File: src/rtl/demux_seq_pkg.sv
// rtl/demux_seq_pkg.sv - shared types and constants for the demux14 select sequencer
package demux_seq_pkg;

  typedef enum logic [1:0] {IDLE, SETUP, STROBE, GAP} state_t;

  localparam logic [1:0] CH_X = 2'd0;
  localparam logic [1:0] CH_Y = 2'd1;
  localparam logic [1:0] CH_Z = 2'd2;
  localparam logic [1:0] CH_W = 2'd3;

  localparam logic MODE_RR   = 1'b0;
  localparam logic MODE_ADDR = 1'b1;

  // First enabled channel at or after ptr, searching cyclically; returns ptr if none.
  function automatic logic [1:0] next_enabled(input logic [1:0] ptr, input logic [3:0] mask);
    logic [1:0] c;
    next_enabled = ptr;
    for (int k = 3; k >= 0; k--) begin
      c = ptr + 2'(k);
      if (mask[c]) next_enabled = c;
    end
  endfunction

endpackage

File: src/rtl/demux_seq_timer.sv
// rtl/demux_seq_timer.sv - loadable down-counter with zero flag for the SETUP/STROBE phases
module demux_seq_timer #(
  parameter int CNT_W = 4
) (
  input  logic             clk,
  input  logic             rst_n,
  input  logic             load,
  input  logic [CNT_W-1:0] load_val,
  input  logic             dec,
  output logic             zero
);

  logic [CNT_W-1:0] cnt;

  always_ff @(posedge clk or negedge rst_n) begin
    if (!rst_n) begin
      cnt <= '0;
    end else if (load) begin
      cnt <= load_val;
    end else if (dec && (cnt != '0)) begin
      cnt <= cnt - CNT_W'(1);
    end
  end

  assign zero = (cnt == '0);

endmodule

File: src/rtl/demux_sel_sequencer.sv
// rtl/demux_sel_sequencer.sv - glitch-free s1/s2/i/e sequencer for demux14; optional DEMUX_SEQ_MASK_EN
module demux_sel_sequencer
  import demux_seq_pkg::*;
#(
  parameter int SETUP_CYC = 1,
  parameter int HOLD_CYC  = 2,
  parameter int CNT_W     = 4
) (
  input  logic       clk,
  input  logic       rst_n,
  input  logic       in_valid,
  output logic       in_ready,
  input  logic       in_data,
  input  logic       mode,
  input  logic [1:0] in_addr,
`ifdef DEMUX_SEQ_MASK_EN
  input  logic [3:0] ch_mask,
  output logic       drop,
`endif
  output logic       s1,
  output logic       s2,
  output logic       i,
  output logic       e,
  output logic       busy,
  output logic       done
);

  localparam logic [1:0] S_IDLE   = IDLE;
  localparam logic [1:0] S_SETUP  = SETUP;
  localparam logic [1:0] S_STROBE = STROBE;
  localparam logic [1:0] S_GAP    = GAP;

  logic [1:0]       state;
  logic [1:0]       rr_ptr;
  logic             mode_r;
  logic [1:0]       ch_sel;
  logic             accept;
  logic             addr_masked;
  logic             tmr_load;
  logic [CNT_W-1:0] tmr_val;
  logic             tmr_dec;
  logic             tmr_zero;

`ifdef DEMUX_SEQ_MASK_EN
  assign ch_sel      = (mode == MODE_ADDR) ? in_addr : next_enabled(rr_ptr, ch_mask);
  assign addr_masked = (mode == MODE_ADDR) && !ch_mask[in_addr];
  // An all-masked round-robin request has nowhere to go, so it is held off.
  assign in_ready    = (state == S_IDLE) && ((mode == MODE_ADDR) || (ch_mask != 4'b0000));
`else
  assign ch_sel      = (mode == MODE_ADDR) ? in_addr : rr_ptr;
  assign addr_masked = 1'b0;
  assign in_ready    = (state == S_IDLE);
`endif

  assign accept  = in_valid && in_ready;
  assign busy    = (state != S_IDLE);
  assign tmr_dec = (state == S_SETUP) || (state == S_STROBE);

  always_comb begin
    tmr_load = 1'b0;
    tmr_val  = '0;
    if ((state == S_IDLE) && accept && !addr_masked) begin
      tmr_load = 1'b1;
      tmr_val  = CNT_W'(SETUP_CYC - 1);
    end else if ((state == S_SETUP) && tmr_zero) begin
      tmr_load = 1'b1;
      tmr_val  = CNT_W'(HOLD_CYC - 1);
    end
  end

  demux_seq_timer #(.CNT_W(CNT_W)) u_timer (
    .clk      (clk),
    .rst_n    (rst_n),
    .load     (tmr_load),
    .load_val (tmr_val),
    .dec      (tmr_dec),
    .zero     (tmr_zero)
  );

  // e and done are registered so demux14 never sees a decode glitch.
  always_ff @(posedge clk or negedge rst_n) begin
    if (!rst_n) begin
      state  <= S_IDLE;
      rr_ptr <= 2'd0;
      mode_r <= MODE_RR;
      s1     <= 1'b0;
      s2     <= 1'b0;
      i      <= 1'b0;
      e      <= 1'b0;
      done   <= 1'b0;
    end else begin
      done <= 1'b0;
      case (state)
        S_IDLE: begin
          if (accept && !addr_masked) begin
            i      <= in_data;
            s1     <= ch_sel[1];
            s2     <= ch_sel[0];
            mode_r <= mode;
            state  <= S_SETUP;
          end
        end
        S_SETUP: begin
          if (tmr_zero) begin
            e     <= 1'b1;
            state <= S_STROBE;
          end
        end
        S_STROBE: begin
          if (tmr_zero) begin
            e     <= 1'b0;
            done  <= 1'b1;
            state <= S_GAP;
          end
        end
        default: begin
          // Advancing from the used channel also covers skipping masked channels.
          if (mode_r == MODE_RR) rr_ptr <= {s1, s2} + 2'd1;
          state <= S_IDLE;
        end
      endcase
    end
  end

`ifdef DEMUX_SEQ_MASK_EN
  always_ff @(posedge clk or negedge rst_n) begin
    if (!rst_n) begin
      drop <= 1'b0;
    end else begin
      drop <= accept && addr_masked;
    end
  end
`endif

endmodule

File: config.mk
export PLATFORM = sky130hd
export DESIGN_NAME = demux_sel_sequencer
export DESIGN_NICKNAME = d
export VERILOG_FILES = /design/src/rtl/demux_seq_pkg.sv /design/src/rtl/demux_seq_timer.sv /design/src/rtl/demux_sel_sequencer.sv
export SDC_FILE = /design/constraint.sdc
export NUM_CORES = 1
export LEC_CHECK = 0
export BUFFER_PORTS_ARGS = -buffer_cell sky130_fd_sc_hd__buf_2
export CAP_MARGIN = 40
export CORE_MARGIN = 5
export CORE_UTILIZATION = 50
export CTS_BUF_LIST = sky130_fd_sc_hd__clkbuf_4 sky130_fd_sc_hd__clkbuf_8
export DETAILED_ROUTE_END_ITERATION = 8
export PLACE_DENSITY = 0.75
export SYNTH_ARGS = -nofsm -noshare
export SYNTH_HDL_FRONTEND = slang
export SYNTH_SLANG_ARGS = --single-unit
File: constraint.sdc
create_clock -name clk -period 1.6 [get_ports clk]
set_clock_uncertainty 0.2 [all_clocks]
set_input_delay 0.08 -clock clk [delete_from_list [all_inputs] [get_ports clk]]
set_output_delay 0.08 -clock clk [all_outputs]
set_load 0.02 [all_outputs]
### Word level (Yosys, flattened, before mapping)

Cells that the tools add are included.

| operators by class | value |
|---|---|
| add/sub/neg operators | 2 |
| equality and inequality tests | 5 |
| muxes and demuxes | 16 |
| bitwise operators | 2 |
| reductions and logical operators | 16 |

Operators with widths:

| operator | count |
|---|---|
| $mux W4 | 3 |
| $mux W2 | 4 |
| $mux W1 | 7 |
| $pmux W2 S3 | 1 |
| $reduce_and A3 Y1 | 2 |
| $reduce_bool A2 Y1 | 3 |
| $logic_and A1 B1 Y1 | 4 |
| $logic_not A4 Y1 | 1 |
| $ne A2 B2 Y1 const B | 2 |
| $reduce_and A2 Y1 | 2 |
| $reduce_bool A4 Y1 | 1 |
| $sub A4 B1 Y4 const B | 1 |
| $reduce_or A3 Y1 | 1 |
| $add A2 B1 Y2 const B | 1 |
| $eq A2 B1 Y1 const B | 1 |
| $eq A2 B2 Y1 const B | 1 |
| $logic_not A2 Y1 | 1 |
| $ne A2 B1 Y1 const B | 1 |
| $not A1 Y1 | 2 |
| $pmux W1 S2 | 1 |
| $logic_or A1 B1 Y1 | 1 |

| word-level totals | value |
|---|---|
| register bits | 14 |
| bits of input ports | 7 |
| output and inout bits | 7 |

### Logic depth before layout (Yosys ltp)

Gate-level depths: netlist of run 1.

| logic depth | value |
|---|---|
| depth in word-level cells | 5 |
| depth in mapped cells | 5 |

### By module

Synthesis of run 1 repeated with hierarchy kept, for this count alone.

| unflattened totals | value |
|---|---|
| cells, all modules | 73 |
| area, all modules | 765.7 sq um |

By module, submodules not included:

| module | instances | cells an instance | area an instance (sq um) | sequential area each (sq um) |
|---|---|---|---|---|
| demux_sel_sequencer | 1 | 46 | 495.5 | 250.2 |
| demux_seq_timer | 1 | 27 | 270.3 | 100.1 |

### Worst setup path after synthesis of run 1

Ideal clock, no wire load.

| timing | value |
|---|---|
| kind | register to register |
| start point | reg state[0] |
| end point | reg state[1] |
| library setup time | 125 ps |
| data arrival time | 1362 ps |
| data required time | 1275 ps |
| slack | -87 ps |
| cell stages (with the launch flop) | 6 |
| path through | dfrtp_1 -> inv_1 -> ha_1 -> inv_1 -> o22ai_2 -> mux2_4 |

| between the ends | value |
|---|---|
| cells in the longest elaborated chain, start to end | 4 |
| elaborated cells on any way between the ends | 9 |

RTL lines:

| element | line | source |
|---|---|---|
| from (decl) | demux_sel_sequencer.sv:33 | `logic [1:0] state;` |
| from (signal assigned) | demux_sel_sequencer.sv:83 | `state <= S_IDLE;` |
| from (signal assigned) | demux_sel_sequencer.sv:100 | `state <= S_SETUP;` |
| from (signal assigned) | demux_sel_sequencer.sv:106 | `state <= S_STROBE;` |
| $logic_not A2 Y1 * | demux_sel_sequencer.sv:52 | `assign in_ready = (state == S_IDLE);` |
| via in_ready | demux_sel_sequencer.sv:12 | `output logic in_ready,` |
| $logic_and A1 B1 Y1 | demux_sel_sequencer.sv:55 | `assign accept = in_valid && in_ready;` |
| $ne A2 B1 Y1 (no source line) | -- |  |
| $reduce_and A3 Y1 (no source line) | -- |  |

Mark *: on every way through the listed nets, which the timed path passes. The rest lies on a longest branch.
A chain may end at the register's enable or synchronous reset.

### Final worst setup path of run 1

| timing | value |
|---|---|
| start point | reg u_timer.cnt[0] |
| end point | reg state[0] |

| between the ends | value |
|---|---|
| cells in the longest elaborated chain, start to end | 3 |
| elaborated cells on any way between the ends | 4 |

RTL lines:

| element | line | source |
|---|---|---|
| from (decl) | demux_seq_timer.sv:13 | `logic [CNT_W-1:0] cnt;` |
| from (signal assigned) | demux_seq_timer.sv:19 | `cnt <= load_val;` |
| from (signal assigned) | demux_seq_timer.sv:21 | `cnt <= cnt - CNT_W'(1);` |
| $logic_not A4 Y1 * | demux_seq_timer.sv:25 | `assign zero = (cnt == '0);` |
| $ne A2 B2 Y1 (no source line) | -- |  |
| $reduce_and A3 Y1 (no source line) * | -- |  |

Mark *: on every way between the ends. The rest lies on a longest branch, timed or not.

==> impl_metrics.json, run 1 <==
{
  "cap_violations": 0,
  "final_core_util_pct": 78.1,
  "nNetsFinal": 120,
  "synth-seq-cells": 14,
  "min_path_type": "in -> async",
  "wl_met1_um": 746,
  "mostFrequentLayoutCell": "buf_4",
  "syn2layout_area_growth_pct": 43.6,
  "setup_slack_ns": -0.0643,
  "ant_nets": 0,
  "cts_buffer_depth": 2,
  "maxSlewHeadroom_pct": 78.5,
  "routed.top_layer": "met4",
  "core.rowCount": 13,
  "cts_tree": "yes",
  "finalSetupViolations": 4,
  "io_pins": 14,
  "grt_max_degree": 15,
  "synth_nets": 82,
  "switching_power_mw": 0.951,
  "initial_core_util_pct": 54.4,
  "avgRoutedWirePerCell_um": 14.3,
  "seq_area_um2": 350,
  "path_clk_slew_ns": 0.08,
  "cp-start-kind": "flop",
  "status": "finished, violations left",
  "final_cell_mix": "buf_4 (15), dfrtp_1 (14), buf_2 (12)",
  "p_comb_share_pct": 63.5,
  "power_density_mw_per_mm2": 2220,
  "post-dp-hpwl_um": 1170,
  "rr_endpoint": "state[0]",
  "total_power_mw": 2.35,
  "root_buffer": "clkbuf_4",
  "drc_errors": 0,
  "p_leak_nw": 0.530,
  "gp_congestion": 0.739,
  "rsz0062_at_grt": "true",
  "drive_gt1_share_pct": 44.2,
  "synthesis.area_um2": 734,
  "wl_met3_um": 67,
  "fin_tns_setup_ns": -0.154,
  "drv_slew": 0,
  "cts_htree_levels": 1,
  "synthCells": 68,
  "met2_length_um": 862,
  "grt_pass1_vias": 643,
  "criticalPathCategory": "reg -> reg",
  "seqPwrFrac_pct": 28.1,
  "endpoint_kind": "flop",
  "synth.distinct_cells": 21,
  "die_area_mm2": 0.00234,
  "vias": 614,
  "violations": "setup timing",
  "swShare_pct": 40.6,
  "p_int_mw": 1.39,
  "tightestPinTransition_ns": 0.322,
  "grt_first_pass_wirelength_um": 2740,
  "avgSynthCellArea_um2": 10.8,
  "seq_area_frac_synth_pct": 47.7,
  "grt_antenna_before_repair": 0,
  "gr-total-overflow": 0,
  "viasPerCell": 5.16,
  "grt.total_usage_pct": 14.7,
  "die_width_um": 48.3,
  "yosysWarnings": 0,
  "drt_first_pass_iters": 4,
  "finalCriticalPeriod_ns": 1.66,
  "reg2regPathDepth": 6,
  "multiInputGateArea_um2": 407,
  "fmax_mhz": 601,
  "antennaDiodeCount": 0,
  "peakVddDrop_mv": 1.25,
  "cp_max_fo": 5,
  "numCtsBuffers": 3,
  "core_area_mm2": 0.00135,
  "reg2reg_slack_ns": -0.06,
  "pwr-share-clk_pct": 8.4,
  "cts.sinks": 14,
  "worstPathRequired_ns": 1.59,
  "nFillCells": 88,
  "placement.io_buffers": 13,
  "drtIter0Drc": 6,
  "finalHoldViolations": 0,
  "crit_arrival_ns": 1.66,
  "die_y_um": 48.3,
  "drt_wl_total_um": 1700,
  "period_share_pct": 104,
  "clk_latency_ns": 0.28,
  "r2r-start": "u_timer.cnt[0]"
}
==> power groups by stage <==
stage                     Sequential (mW)  Clock (mW)  Combinational [mW]
final                               0.660       0.197                1.49
after global routing                0.675       0.221                1.64
after CTS                           0.643       0.201                1.39
after detailed placement            0.640           0                1.29
after global placement              0.630           0                1.25
after floorplan                     0.705           0               0.726
==> Yosys cell counts <==
master,instances,area (um^2)
nor4b_1,2,17.5
nand2_1,9,33.8
nor2_1,5,18.8
a21oi_1,2,10.0
or3_1,1,6.26
o21ai_0,5,25.0
or2_2,1,6.26
xnor2_1,1,8.76
mux2_4,1,15.0
dfrtp_1,14,350
mux2_2,2,22.5
a22oi_1,1,7.51
a41o_1,1,10.0
nand2b_1,2,12.5
ha_1,7,87.6
nor3b_4,1,18.8
inv_1,6,22.5
mux2i_1,3,30.0
and2_1,2,12.5
o22ai_2,1,12.5
a31oi_1,1,6.26
==> flip-flops by register name (all words and copies together) (netlist names) <==
signal / count
e: 1
s1: 1
state: 2
rr_ptr: 2
done: 1
u_timer.cnt: 4
mode_r: 1
s2: 1
i: 1
==> final cells by class <==
cell class	count	area share, %
multi-input cells	48	38.6
flip-flops and latches	14	33.2
clock buffers	3	2.14
repair buffers	33	22.2
well taps	15	1.78
inverters	6	2.14
==> through the flow <==
| stage | hold slack [ns] | cell area [um^2] | worst slack, ns | cells |
|---|---|---|---|---|
| 4_1_cts | 0.0154 | 1020 | -0.0369 | 118 |
| 3_3_place_gp | -0.208 | 911 | -0.0491 | 108 |
| 5_1_grt | 0.0205 | 1050 | -0.131 | 119 |
| 3_5_place_dp | -0.207 | 911 | -0.104 | 108 |
| 2_1_floorplan | -0.416 | 737 | -0.0428 | 68 |
| 6_report | 0.0196 | 1050 | -0.0643 | 119 |
==> cells by family (layout without fill, tap and decap cells) <==
kind of cell / Yosys count / after routing / synth area share (%)
AND/OR/NAND/NOR: 23 / 23 / 17.2
flip-flops: 14 / 14 / 47.7
AO/OA/AOI/OAI: 11 / 11 / 9.71
adder cells (fa/ha/maj): 7 / 7 / 11.9
multiplexers: 6 / 6 / 9.20
buffers and inverters: 6 / 42 / 3.07
XOR/XNOR: 1 / 1 / 1.19
==> routing by layer <==
layer | track usage (%) | vias to the layer above
li1 | - | 307
met1 | 17.4 | 290
met2 | 23.7 | 15
met3 | 3.67 | 2
met4 | 8.29 | 0
met5 | 0 | -
==> critical path, stage by stage, from the launching register on <==
cell,delay [ns]
dfrtp_1,0.39
inv_2,0.07
ha_4,0.15
nor3b_4,0.16
buf_4,0.15
or2_2,0.29
a22oi_1,0.17
==> repair_timing <==
item                                   CTS  global route
hold buffers                             5             0
setup buffers                            2             1
setup endpoints to repair                4             8
endpoints found under the hold margin   18             0
pin swaps                                3             1
gates resized for setup                  7             6
==> how the worst max path moves through the flow <==
stage,from,to
2_1_floorplan,state[1],u_timer.cnt[3]
3_3_place_gp,u_timer.cnt[0],state[1]
3_5_place_dp,u_timer.cnt[0],state[1]
4_1_cts,u_timer.cnt[0],state[1]
5_1_grt,u_timer.cnt[0],state[0]
6_report,u_timer.cnt[0],state[0]
Power figures use the tool's default switching activity.
==> inputs of run 2 (changes only) <==
--- a/config.mk
+++ b/config.mk
@@ -12,6 +12,7 @@
 export CTS_BUF_LIST = sky130_fd_sc_hd__clkbuf_4 sky130_fd_sc_hd__clkbuf_8
 export DETAILED_ROUTE_END_ITERATION = 8
 export PLACE_DENSITY = 0.75
+export SETUP_SLACK_MARGIN = 0.02
 export SYNTH_ARGS = -nofsm -noshare
 export SYNTH_HDL_FRONTEND = slang
 export SYNTH_SLANG_ARGS = --single-unit
==> run 2 against run 1 <==
- the flow still finishes with violations (setup timing)
- sequential cell count unchanged
- non-clock buffer count up 1
- global-route usage grew 0.32 points
- critical path depth stayed put
- critical path type unchanged
==> impl_metrics.json, run 2 (synthesis results as in run 1) <==
{
  "reg2reg_slack_ns": -0.07,
  "drt_first_pass_iters": 4,
  "grt_antenna_before_repair": 0,
  "reg2regPathDepth": 6,
  "syn2layout_area_growth_pct": 46.5,
  "cts.sinks": 14,
  "rr_endpoint": "state[0]",
  "grt_first_pass_wirelength_um": 2790,
  "status": "finished, violations left",
  "power_density_mw_per_mm2": 2220,
  "core.rowCount": 13,
  "cts_buffer_depth": 2,
  "largest_register_ffs": 4,
  "r2r-start": "u_timer.cnt[0]",
  "endpoint_kind": "flop",
  "drtIter0Drc": 7,
  "min_path_type": "in -> async",
  "die_width_um": 48.3,
  "finalCriticalPeriod_ns": 1.67,
  "fmax_mhz": 598,
  "crit_arrival_ns": 1.67,
  "gp_congestion": 0.739,
  "tightestPinTransition_ns": 0.330,
  "ant_nets": 0,
  "drive_gt1_share_pct": 46.7,
  "finalSetupViolations": 4,
  "fin_tns_setup_ns": -0.196,
  "period_share_pct": 105,
  "drc_errors": 0,
  "rsz0062_at_grt": "true",
  "cp-start-kind": "flop",
  "worstPathRequired_ns": 1.59,
  "nFillCells": 82,
  "path_clk_slew_ns": 0.08,
  "initial_core_util_pct": 54.4,
  "die_area_mm2": 0.00234,
  "dpl_worst_slack_ns": -0.104,
  "viasPerCell": 5.23,
  "grt_max_degree": 15,
  "total_power_mw": 2.39,
  "gr-total-overflow": 0,
  "vias": 627,
  "drt_wl_total_um": 1740,
  "holdWs_ns": 0.0222,
  "setup_slack_ns": -0.0721,
  "avgRoutedWirePerCell_um": 14.5,
  "final_cell_mix": "dfrtp_1 (14), buf_4 (14), buf_2 (12)",
  "largestRegisters": "u_timer.cnt (4), rr_ptr (2), state (2)",
  "final_core_util_pct": 79.7,
  "cp_max_fo": 5,
  "cts_htree_levels": 1,
  "core_area_mm2": 0.00135,
  "cts_tree": "yes",
  "nNetsFinal": 121,
  "grt.total_usage_pct": 15.0,
  "criticalPathCategory": "reg -> reg",
  "finalHoldViolations": 0,
  "violations": "setup timing",
  "clk_latency_ns": 0.28,
  "peakVddDrop_mv": 1.28,
  "grt_pass1_vias": 651,
  "p_leak_nw": 0.537,
  "drv_slew": 0,
  "maxSlewHeadroom_pct": 78.0,
  "die_y_um": 48.3,
  "antennaDiodeCount": 0,
  "io_pins": 14,
  "largest-register": "u_timer.cnt",
  "numCtsBuffers": 3,
  "root_buffer": "clkbuf_4",
  "placement.io_buffers": 13,
  "cap_violations": 0,
  "post-dp-hpwl_um": 1170
}
==> run 2: changes by cell type in the layout (fill, tap and decap cells not counted) <==
cell           change
and2_1             -1
and2_4             +1
buf_4              -1
buf_6              +1
dlygate4sd3_1      +1
nand2_1            -1
nand2_2            +1
nor2_1             -1
nor2_2             +1
==> run 2: worst max path at each step <==
stage / from / endpoint / cells after the start
2_1_floorplan: state[1] / u_timer.cnt[3] / 5
3_3_place_gp: u_timer.cnt[0] / state[1] / 5
3_5_place_dp: u_timer.cnt[0] / state[1] / 5
4_1_cts: u_timer.cnt[0] / state[1] / 5
5_1_grt: u_timer.cnt[0] / state[0] / 6
6_report: u_timer.cnt[0] / state[0] / 6
==> run 2: per-layer routing <==
layer | vias up | global-route usage [%] | wire (um)
met3 | 2 | 3.98 | 60
met4 | 0 | 8.29 | 23
li1 | 309 | - | -
met2 | 20 | 24.6 | 876
met1 | 296 | 17.4 | 778
met5 | - | 0 | 0
==> run 2: where the power goes <==
group / switching, mW / internal (mW) / leakage, nW / total [mW]
Combinational: 0.727 / 0.804 / 0.351 / 1.53
Sequential: 0.134 / 0.527 / 0.172 / 0.660
Clock: 0.112 / 0.0874 / 0.0138 / 0.199
==> run 2: area by class of cell <==
type | instances | area (um^2) | share of cell area, %
well taps | 15 | 18.8 | 1.74
clock buffers | 3 | 22.5 | 2.09
multi-input cells | 48 | 414 | 38.5
flip-flops and latches | 14 | 350 | 32.6
inverters | 6 | 22.5 | 2.09
repair buffers | 34 | 248 | 23.0
==> run 2: what timing repair did <==
action                                 CTS  global route
setup endpoints to repair                6            10
hold buffers                             5             1
setup buffers                            2             1
endpoints found under the hold margin   18             2
resized for setup                        9             8
pin swaps                                3             3
==> run 2: critical path, cell delays in order, from the launching register on <==
cell	delay, ns
dfrtp_1	0.39
inv_2	0.07
ha_4	0.15
nor3b_4	0.16
buf_4	0.15
or2_2	0.29
a22oi_1	0.17
==> run 2: metrics by stage <==
step	std cells	cell area, um^2
floorplan	68	737
global placement	108	911
detailed placement	108	911
CTS	118	1030
global route	120	1080
finish	120	1080
